`src/rtl/wd_responder_if.sv`:
```
// Byte-access bus between the frame processor and the watchdog register block.
// Handshake: wd_valid qualifies wd_addr/wd_read/wd_wdata for one cycle; wd_ready (with wd_rdata) answers exactly one cycle later; no backpressure.
interface wd_responder_if;
    logic        wd_sof;
    logic        wd_eof;
    logic        wd_valid;
    logic [15:0] wd_addr;
    logic        wd_read;
    logic [7:0]  wd_wdata;
    logic        wd_ready;
    logic [7:0]  wd_rdata;

    modport master (
        output wd_sof, wd_eof, wd_valid, wd_addr, wd_read, wd_wdata,
        input  wd_ready, wd_rdata
    );

    modport slave (
        input  wd_sof, wd_eof, wd_valid, wd_addr, wd_read, wd_wdata,
        output wd_ready, wd_rdata
    );
endinterface

```
`src/rtl/wd_responder.sv`:
```
// Watchdog register block: frame-staged byte writes, shared tick divider,
// SM and PDI watchdog timers with expiry pulses and saturating expiry counters.
module wd_responder #(
    parameter logic [15:0] DIV_RST      = 16'h09C2,
    parameter logic [15:0] PDI_TIME_RST = 16'h03E8,
    parameter logic [15:0] SM_TIME_RST  = 16'h03E8
) (
    input  logic           clk,
    input  logic           rst,
    wd_responder_if.slave  wd,
    input  logic           sm_wd_trigger,
    input  logic           pdi_wd_trigger,
    output logic           sm_wd_status,
    output logic           sm_wd_expired,
    output logic           pdi_wd_expired
);

    logic [15:0]      div_q, div_d, pdi_time_q, pdi_time_d, sm_time_q, sm_time_d;
    logic [5:0][7:0]  stg_data_q, stg_data_d, mrg_data;
    logic [5:0]       stg_vld_q, stg_vld_d, mrg_vld, wr_sel;
    logic             stg_clr_sm_q, stg_clr_sm_d, stg_clr_pdi_q, stg_clr_pdi_d;
    logic             mrg_clr_sm, mrg_clr_pdi, wr_clr_sm, wr_clr_pdi;
    logic             div_c, pdi_c, sm_c, clr_sm, clr_pdi;
    logic [16:0]      dcnt_q, dcnt_d;
    logic             tick;
    logic [15:0]      sm_tmr_q, sm_tmr_d, pdi_tmr_q, pdi_tmr_d;
    logic [7:0]       sm_cnt_q, sm_cnt_d, pdi_cnt_q, pdi_cnt_d;
    logic             sm_load, pdi_load, sm_fire, pdi_fire;
    logic             status_q, status_d, sm_exp_q, pdi_exp_q;
    logic             ready_q, ready_d;
    logic [7:0]       rdata_q, rdata_d, rd_byte;

    // Write decode: slots 0..5 are divider L/H, PDI time L/H, SM time L/H.
    always_comb begin
        wr_sel     = '0;
        wr_clr_sm  = 1'b0;
        wr_clr_pdi = 1'b0;
        if (wd.wd_valid && !wd.wd_read) begin
            case (wd.wd_addr)
                16'h0400: wr_sel[0] = 1'b1;
                16'h0401: wr_sel[1] = 1'b1;
                16'h0410: wr_sel[2] = 1'b1;
                16'h0411: wr_sel[3] = 1'b1;
                16'h0420: wr_sel[4] = 1'b1;
                16'h0421: wr_sel[5] = 1'b1;
                16'h0442: wr_clr_sm = 1'b1;
                16'h0443: wr_clr_pdi = 1'b1;
                default: ;
            endcase
        end
    end

    // sof drops older staged bytes before this cycle's write is merged in.
    always_comb begin
        mrg_vld     = wd.wd_sof ? 6'd0 : stg_vld_q;
        mrg_data    = stg_data_q;
        mrg_clr_sm  = (!wd.wd_sof && stg_clr_sm_q) || wr_clr_sm;
        mrg_clr_pdi = (!wd.wd_sof && stg_clr_pdi_q) || wr_clr_pdi;
        for (int i = 0; i < 6; i++) begin
            if (wr_sel[i]) begin
                mrg_vld[i]  = 1'b1;
                mrg_data[i] = wd.wd_wdata;
            end
        end
    end

    always_comb begin
        div_c   = wd.wd_eof && (|mrg_vld[1:0]);
        pdi_c   = wd.wd_eof && (|mrg_vld[3:2]);
        sm_c    = wd.wd_eof && (|mrg_vld[5:4]);
        clr_sm  = wd.wd_eof && mrg_clr_sm;
        clr_pdi = wd.wd_eof && mrg_clr_pdi;

        div_d[7:0]       = (wd.wd_eof && mrg_vld[0]) ? mrg_data[0] : div_q[7:0];
        div_d[15:8]      = (wd.wd_eof && mrg_vld[1]) ? mrg_data[1] : div_q[15:8];
        pdi_time_d[7:0]  = (wd.wd_eof && mrg_vld[2]) ? mrg_data[2] : pdi_time_q[7:0];
        pdi_time_d[15:8] = (wd.wd_eof && mrg_vld[3]) ? mrg_data[3] : pdi_time_q[15:8];
        sm_time_d[7:0]   = (wd.wd_eof && mrg_vld[4]) ? mrg_data[4] : sm_time_q[7:0];
        sm_time_d[15:8]  = (wd.wd_eof && mrg_vld[5]) ? mrg_data[5] : sm_time_q[15:8];

        stg_vld_d     = wd.wd_eof ? 6'd0 : mrg_vld;
        stg_data_d    = mrg_data;
        stg_clr_sm_d  = wd.wd_eof ? 1'b0 : mrg_clr_sm;
        stg_clr_pdi_d = wd.wd_eof ? 1'b0 : mrg_clr_pdi;
    end

    always_comb begin
        rd_byte = 8'd0;
        case (wd.wd_addr)
            16'h0400: rd_byte = div_q[7:0];
            16'h0401: rd_byte = div_q[15:8];
            16'h0410: rd_byte = pdi_time_q[7:0];
            16'h0411: rd_byte = pdi_time_q[15:8];
            16'h0420: rd_byte = sm_time_q[7:0];
            16'h0421: rd_byte = sm_time_q[15:8];
            16'h0440: rd_byte = {7'd0, status_q};
            16'h0442: rd_byte = sm_cnt_q;
            16'h0443: rd_byte = pdi_cnt_q;
            default:  rd_byte = 8'd0;
        endcase
        ready_d = wd.wd_valid;
        rdata_d = (wd.wd_valid && wd.wd_read) ? rd_byte : 8'd0;
    end

    // Reload (trigger, own time commit, divider commit) wins over a same-cycle expiry.
    always_comb begin
        tick     = (dcnt_q == ({1'b0, div_q} + 17'd1));
        dcnt_d   = (div_c || tick) ? 17'd0 : dcnt_q + 17'd1;

        sm_load  = sm_wd_trigger || sm_c || div_c;
        pdi_load = pdi_wd_trigger || pdi_c || div_c;
        sm_fire  = !sm_load && tick && (sm_tmr_q == 16'd1);
        pdi_fire = !pdi_load && tick && (pdi_tmr_q == 16'd1);

        sm_tmr_d = sm_tmr_q;
        if (sm_load)                         sm_tmr_d = sm_time_d;
        else if (tick && sm_tmr_q != 16'd0)  sm_tmr_d = sm_tmr_q - 16'd1;

        pdi_tmr_d = pdi_tmr_q;
        if (pdi_load)                        pdi_tmr_d = pdi_time_d;
        else if (tick && pdi_tmr_q != 16'd0) pdi_tmr_d = pdi_tmr_q - 16'd1;

        sm_cnt_d = sm_cnt_q;
        if (clr_sm)                               sm_cnt_d = {7'd0, sm_fire};
        else if (sm_fire && sm_cnt_q != 8'hFF)    sm_cnt_d = sm_cnt_q + 8'd1;

        pdi_cnt_d = pdi_cnt_q;
        if (clr_pdi)                              pdi_cnt_d = {7'd0, pdi_fire};
        else if (pdi_fire && pdi_cnt_q != 8'hFF)  pdi_cnt_d = pdi_cnt_q + 8'd1;

        status_d = status_q;
        if (sm_wd_trigger || sm_c || sm_time_d == 16'd0) status_d = 1'b1;
        else if (sm_fire)                                status_d = 1'b0;
    end

    always_ff @(posedge clk) begin
        if (rst) begin
            div_q         <= DIV_RST;
            pdi_time_q    <= PDI_TIME_RST;
            sm_time_q     <= SM_TIME_RST;
            stg_data_q    <= '0;
            stg_vld_q     <= '0;
            stg_clr_sm_q  <= 1'b0;
            stg_clr_pdi_q <= 1'b0;
            dcnt_q        <= '0;
            sm_tmr_q      <= SM_TIME_RST;
            pdi_tmr_q     <= PDI_TIME_RST;
            sm_cnt_q      <= '0;
            pdi_cnt_q     <= '0;
            status_q      <= 1'b1;
            sm_exp_q      <= 1'b0;
            pdi_exp_q     <= 1'b0;
            ready_q       <= 1'b0;
            rdata_q       <= '0;
        end else begin
            div_q         <= div_d;
            pdi_time_q    <= pdi_time_d;
            sm_time_q     <= sm_time_d;
            stg_data_q    <= stg_data_d;
            stg_vld_q     <= stg_vld_d;
            stg_clr_sm_q  <= stg_clr_sm_d;
            stg_clr_pdi_q <= stg_clr_pdi_d;
            dcnt_q        <= dcnt_d;
            sm_tmr_q      <= sm_tmr_d;
            pdi_tmr_q     <= pdi_tmr_d;
            sm_cnt_q      <= sm_cnt_d;
            pdi_cnt_q     <= pdi_cnt_d;
            status_q      <= status_d;
            sm_exp_q      <= sm_fire;
            pdi_exp_q     <= pdi_fire;
            ready_q       <= ready_d;
            rdata_q       <= rdata_d;
        end
    end

    assign wd.wd_ready    = ready_q;
    assign wd.wd_rdata    = rdata_q;
    assign sm_wd_status   = status_q;
    assign sm_wd_expired  = sm_exp_q;
    assign pdi_wd_expired = pdi_exp_q;

endmodule

```
`src/flat_wrapper.sv`:
```
// flat-port wrapper written by rule: the top's interface ports become plain ports
module wd_responder_flat 
#(
    parameter logic [15:0] DIV_RST      = 16'h09C2,
    parameter logic [15:0] PDI_TIME_RST = 16'h03E8,
    parameter logic [15:0] SM_TIME_RST  = 16'h03E8
)
  (clk, rst, sm_wd_trigger, pdi_wd_trigger, sm_wd_status, sm_wd_expired, pdi_wd_expired, wd_wd_sof, wd_wd_eof, wd_wd_valid, wd_wd_addr, wd_wd_read, wd_wd_wdata, wd_wd_ready, wd_wd_rdata);
  wd_responder_if wd_i ();
  input  logic clk;
  input  logic rst;
  input  logic sm_wd_trigger;
  input  logic pdi_wd_trigger;
  output logic sm_wd_status;
  output logic sm_wd_expired;
  output logic pdi_wd_expired;
  input wire logic [$bits(wd_i.wd_sof)-1:0] wd_wd_sof;
  input wire logic [$bits(wd_i.wd_eof)-1:0] wd_wd_eof;
  input wire logic [$bits(wd_i.wd_valid)-1:0] wd_wd_valid;
  input wire logic [$bits(wd_i.wd_addr)-1:0] wd_wd_addr;
  input wire logic [$bits(wd_i.wd_read)-1:0] wd_wd_read;
  input wire logic [$bits(wd_i.wd_wdata)-1:0] wd_wd_wdata;
  output wire logic [$bits(wd_i.wd_ready)-1:0] wd_wd_ready;
  output wire logic [$bits(wd_i.wd_rdata)-1:0] wd_wd_rdata;
  assign wd_i.wd_sof = wd_wd_sof;
  assign wd_i.wd_eof = wd_wd_eof;
  assign wd_i.wd_valid = wd_wd_valid;
  assign wd_i.wd_addr = wd_wd_addr;
  assign wd_i.wd_read = wd_wd_read;
  assign wd_i.wd_wdata = wd_wd_wdata;
  assign wd_wd_ready = wd_i.wd_ready;
  assign wd_wd_rdata = wd_i.wd_rdata;
  wd_responder #(.DIV_RST(DIV_RST), .PDI_TIME_RST(PDI_TIME_RST), .SM_TIME_RST(SM_TIME_RST)) u_core (.clk(clk), .rst(rst), .wd(wd_i), .sm_wd_trigger(sm_wd_trigger), .pdi_wd_trigger(pdi_wd_trigger), .sm_wd_status(sm_wd_status), .sm_wd_expired(sm_wd_expired), .pdi_wd_expired(pdi_wd_expired));
endmodule
```
`config.mk`:
```
export PLATFORM = sky130hd
export DESIGN_NAME = wd_responder_flat
export DESIGN_NICKNAME = d
export VERILOG_FILES = /design/src/rtl/wd_responder_if.sv /design/src/rtl/wd_responder.sv /design/src/flat_wrapper.sv
export SDC_FILE = /design/constraint.sdc
export NUM_CORES = 1
export LEC_CHECK = 0
export ABC_AREA = 1
export CORE_MARGIN = 5
export CORE_UTILIZATION = 45
export DETAILED_ROUTE_END_ITERATION = 10
export PLACE_DENSITY = 0.72
export SLEW_MARGIN = 10
export SYNTH_ARGS = -nofsm -noshare
export SYNTH_HDL_FRONTEND = slang
export SYNTH_SLANG_ARGS = --single-unit
export TNS_END_PERCENT = 10
```
`constraint.sdc`:
```
create_clock -name clk -period 3.5 [get_ports clk]
set_input_delay 0.35 -clock clk [delete_from_list [all_inputs] [get_ports clk]]
set_output_delay 0.35 -clock clk [all_outputs]
set_load 0.02 [all_outputs]
```
# Word-level counts from Yosys, hierarchy flattened
# Cells that the tools add are included.
[word_totals] out_inout_bits=12 register_bits=181 input_bits=32 elab_cells=134
[op_classes] eq_ne=14 muxes=37 n_bitwise=1 addsub=6 n_reduce_logical=51
[ops] operator="equality test 16 x 11 -> 1 bit (second input constant)" count=9
[ops] operator="two-way mux 8 bit" count=10
[ops] operator="case mux 8 bit (9 select lines)" count=1
[ops] operator="two-way mux 16 bit" count=4
[ops] operator="equality test 16 x 1 -> 1 bit (second input constant)" count=2
[ops] operator="nonzero test 16 bit" count=2
[ops] operator="subtractor 16 x 1 -> 16 bit (second input constant)" count=2
[ops] operator="logical AND 1 bit" count=23
[ops] operator="two-way mux 1 bit" count=20
[ops] operator="OR reduction 2 bit" count=9
[ops] operator="adder 16 x 1 -> 17 bit (second input constant)" count=1
[ops] operator="adder 17 x 1 -> 17 bit (second input constant)" count=1
[ops] operator="equality test 17 bit" count=1
[ops] operator="adder 8 x 1 -> 8 bit (second input constant)" count=2
[ops] operator="logical NOT 16 bit" count=1
[ops] operator="inequality test 8 bit (second input constant)" count=2
[ops] operator="two-way mux 6 bit" count=2
[ops] operator="logical OR 1 bit" count=8
[ops] operator="nonzero test 2 bit" count=4
[ops] operator="logical NOT 1 bit" count=4
[ops] operator="NOT 1 bit" count=1

# Depth between registers and ports, before layout
[depth] ltp_word=14 depth_mapped=19 depth_no_buf=19

# Least setup slack after synthesis
# No wires, ideal clock.
[synth_path] path_kind="register to register" from="reg u_core.div_q[1]" to="reg u_core.pdi_cnt_q[1]" arrival_ps=2074 stages_incl_launch_ff=19 slack_ps=1306 path_cell_list="dfxtp_1 ha_1 nand2_1 nor2_4 nand2_4 inv_2 nand2_1 nand2_1 nand2_1 nand2_1 nand2_1 nor2_1 nand2_1 nor2_2 buf_6 nand3_2 buf_6 o21ai_0 a21oi_1"
[synth_between] elab_chain_len=5
[synth_lines] item="from (decl)" line="wd_responder.sv:18" rtl="logic [15:0] div_q, div_d, pdi_time_q, pdi_time_d, sm_time_q, sm_time_d;"
[synth_lines] item="from (signal assigned)" line="wd_responder.sv:156" rtl="div_q <= div_d;"
[synth_lines] item="adder 16 x 1 -> 17 bit" line="wd_responder.sv:107" rtl="tick = (dcnt_q == ({1'b0, div_q} + 17'd1));"
[synth_lines] item="equality test 17 bit" line="wd_responder.sv:107"
[synth_lines] item="logical AND 1 bit (2 in series)" line="wd_responder.sv:113" rtl="pdi_fire = !pdi_load && tick && (pdi_tmr_q == 16'd1);"
[synth_lines] item="logical AND 1 bit" line="wd_responder.sv:129" rtl="else if (pdi_fire && pdi_cnt_q != 8'hFF) pdi_cnt_d = pdi_cnt_q + 8'd1;"
[synth_lines] item="to (signal assigned)" line="wd_responder.sv:167" rtl="pdi_cnt_q <= pdi_cnt_d;"
[synth_lines] item="to (decl)" line="wd_responder.sv:27" rtl="logic [7:0] sm_cnt_q, sm_cnt_d, pdi_cnt_q, pdi_cnt_d;"
# No other way between the ends.
# A chain may end at the register's enable or synchronous reset.

# Worst setup path in the final report
[layout_path] from="reg u_core.div_q[1]" to="reg u_core.pdi_tmr_q[0]"
[layout_between] elab_chain_len=4
[layout_lines] item="adder 16 x 1 -> 17 bit" line="wd_responder.sv:107"
[layout_lines] item="equality test 17 bit" line="wd_responder.sv:107"
[layout_lines] item="logical AND 1 bit" line="wd_responder.sv:121" rtl="else if (tick && pdi_tmr_q != 16'd0) pdi_tmr_d = pdi_tmr_q - 16'd1;"
[layout_lines] item="nonzero test 2 bit (no source line)"
[layout_lines] item="to (signal assigned)" line="wd_responder.sv:165" rtl="pdi_tmr_q <= pdi_tmr_d;"
[layout_lines] item="to (decl)" line="wd_responder.sv:26" rtl="logic [15:0] sm_tmr_q, sm_tmr_d, pdi_tmr_q, pdi_tmr_d;"
# No other way between the ends.

==> summary.txt <==
Status
  – Outcome: completed

Layout
  – Post-layout nets: about 1,500
  – Fill cells: 2,033
  – Most frequent cells in the layout: nand2_1 (299), nor2_1 (218), inv_1 (213)
  – Leading cell type in the layout, fill and taps excluded: nand2_1
  – Share of cells above drive strength 1: approximately 7.5%
  – Storage element area: 3620 um2
  – Area grow syn2layout: 13.4%
  – Diodes inserted: 0
  – Cell area after layout: approximately 11,000 um2
  – Multi-input logic area: just under 5000 um2

STA
  – Period utilization: 83.0%
  – Final Hold Fails: 0
  – RSZ-0062 raised after global routing: false
  – Clk_skew: 0.0127 ns
  – Final setup vio count: 0
  – Fin crit period: ~2.9 ns
  – Setup TNS: 0 ns
  – Max transition margin: around 45%
  – F_max: approximately 340 MHz
  – Max Transition Viols Final: 0
  – Least-Margin Pin Slew: slightly above 0.8 ns

Yosys
  – Mux cell area share after synthesis: 0%
  – Post-synth EDFFs: 0
  – Yosys warns: 0
  – Synthesized area: a little under 10,000 um2
  – Adder-Cell Fraction of Synth Area: under 10%
  – Post-synthesis simple-gate area fraction: 32.6%
  – Post-Synthesis Cells: approximately 1,400
  – Number of synthesized register bits: 181
  – Mean Syn Cell Area: 6.64 um2
  – Main flop type after synthesis: dfxtp_1
  – Netlist cell types: 48
  – Compound-Gate Fraction of Synth Area: 14.4%
  – Mapped Nets: ~1,500
  – Largest family of logic cells by synthesized area: simple AND/OR/NAND/NOR gates
  – Sequential area share after synthesis: approximately 38%
  – XOR/XNOR Fraction of Synth Area: under 10%
  – Post-synth ARST share: 0%

Floorplan
  – Die area: 24,400 um2
  – Overall die height: around 160 um
  – Die Wd: around 160 um
  – Core region area: ~21,000 um2
  – Starting Density: 45.8%
  – Row count: 53
  – # IOs: 44

Setup path
  – Critical Path End Type: flop
  – Crit path arrival time: around 3.2 ns
  – Critical path class: flop to flop
  – CP required: roughly 3.8 ns
  – Setup crit start kind: flop
  – CP max FO: 16

Routing
  – Vias: approximately 9,400
  – Initial drt markers: a little under 1,000
  – Post-route ant nets: 0
  – Detailed Route WL: about 28,000 um
  – Wire per inst: around 16 um
  – Final routed DRC violation total: 0
  – Pre-Repair DR Iteration Count: 7
  – Vias per cell: between 5 and 6

CTS
  – Post-CTS Setup Repair Bufs: 0
  – Later-pin clock latency in the skew report: about 0.44 ns
  – # hold bufs at CTS: 0
  – Clk sinks: 181
  – Max clock buf depth: 2
  – Number of CTS-inserted buffers: 17
  – CTS tree: done
  – Reg clk slew, reported paths: roughly 0.07 ns
  – Cts repair resizes: 0
  – Clock root buffer master: clkbuf_16
  – H-tree depth: 4

Pwr
  – Gate power share: ~5.3%
  – Fraction of power consumed by the clock network: a little under half
  – Worst vdd ir: around 0.32 mV
  – Total leakage power: around 4.3 nW
  – NetSw: between 0.001 and 0.0015 W
  – Pint: about 0.0032 W
  – Seq pwr share: between 40% and 50%
  – PD cells: a little under 400 nW/um2
  – Switch share: 25.1%

Global routing
  – GRT Util Overall: between 20% and 30%
  – Vias in the first global route: roughly 8,500
  – Global-route wire length before repair: around 44,000 um
  – Antenna violations before repair: 0
  – Overflow after GRT: 0
  – Pin count of the biggest net entering global routing: 78

Placed design
  – Final GP Congestion: 0.951
  – Final HPWL DP: 20,500 um
  – Post-DP Area: between 10,000 and 15,000 um2
  – # port buffers: 43

Hold path
  – Type of the worst min-delay path: input port to flop

Job
  – Max-cap violations: 0
sequential cells by signal, indices dropped and copies added (netlist names), 6 cells and up:
signal              count
u_core.pdi_tmr_q       16
u_core.dcnt_q          17
u_core.sm_time_q       16
u_core.div_q           16
u_core.stg_data_q      48
u_core.pdi_time_q      16
u_core.stg_vld_q        6
u_core.sm_cnt_q         8
u_core.pdi_cnt_q        8
u_core.wd.wd_rdata      8
u_core.sm_tmr_q        16
cell type report:
cell class,instances,area share (%)
multi-input cells,1011,45.6
inverters,219,7.54
clock inverters,15,1.65
repair buffers,58,4.96
flip-flops and latches,181,33.2
clock buffers,17,3.90
well taps,275,3.16
path summary, 6_finish.rpt:
check,start,end,slack (ns),depth (start not counted)
worst max-delay path,u_core.div_q[1],u_core.pdi_tmr_q[0],0.59,19
worst min-delay path,rst,u_core.sm_tmr_q[10],0.36,2
worst max register to register,u_core.div_q[1],u_core.pdi_tmr_q[0],0.59,19
worst min register to register,u_core.pdi_cnt_q[7],u_core.pdi_cnt_q[7],0.47,2
critical path, stage by stage (launching register included):
cell     delay [ns]
dfxtp_1        0.44
ha_1           0.26
nand2_1        0.12
nor2_4         0.16
nand2_4        0.11
inv_2          0.07
nand2_1        0.04
nand2_1        0.11
nand2_1        0.06
nand2_1        0.09
nand2_1        0.07
nor2_1         0.10
nand2_1        0.07
nor2_2         0.38
buf_4          0.23
nand2_8        0.07
nand2_8        0.14
inv_2          0.12
nor2_1         0.10
nor2_1         0.05
layer usage:
layer	up-vias	track usage (%)	share of wire, %
met3	61	3.50	6.0
met5	-	0	0
li1	4703	-	-
met4	0	9.13	3.4
met2	296	36.9	46
met1	4292	30.3	45
power groups by stage:
stage	Combinational (W)	Clock (W)	Sequential, W
finish	0.000230	0.00200	0.00210
detailed placement	0.000226	0	0.00215
global placement	0.000224	0	0.00215
CTS	0.000227	0.00203	0.00210
floorplan	0.000145	0	0.00214
global route	0.000255	0.00212	0.00210
stage by stage:
| stage | utilization (%) | cells | hold slack (ns) | setup slack, ns | total power, W |
|---|---|---|---|---|---|
| after global routing | 51.9 | 1776 | 0.364 | 0.232 | 0.00448 |
| after detailed placement | 49.0 | 1744 | 0.470 | 0.378 | 0.00237 |
| after floorplan | - | 1449 | 0.443 | 1.31 | 0.00229 |
| final | 51.9 | 1776 | 0.360 | 0.594 | 0.00433 |
| after global placement | 49.0 | 1744 | 0.458 | 0.446 | 0.00237 |
| after CTS | 51.9 | 1776 | 0.350 | 0.565 | 0.00435 |
cell usage after synthesis (all sizes together), types with 3 or more instances:
master / instances / area [um2]
nor4: 10 / 62.6
nand3b: 4 / 30.0
ha: 8 / 100
inv: 217 / 815
dfxtp: 181 / 3620
xnor2: 16 / 140
a221oi: 4 / 35.0
or2: 13 / 81.3
a21oi: 69 / 364
clkbuf: 25 / 104
buf: 12 / 91.3
nand3: 87 / 465
o211ai: 3 / 22.5
xor2: 22 / 208
a211oi: 4 / 30.0
nand2: 313 / 1250
nor3: 20 / 100
nor2: 232 / 946
o22ai: 19 / 119
o21ai: 149 / 761
nand4: 23 / 144
nor3b: 5 / 37.5
cell families after synthesis:
| kind of cell | count (synthesis) |
|---|---|
| adder cells (fa/ha/maj) | 8 |
| flip-flops | 181 |
| XOR/XNOR | 38 |
| buffers and inverters | 257 |
| AO/OA/AOI/OAI | 255 |
| AND/OR/NAND/NOR | 710 |
Power figures use the tool's default switching activity.
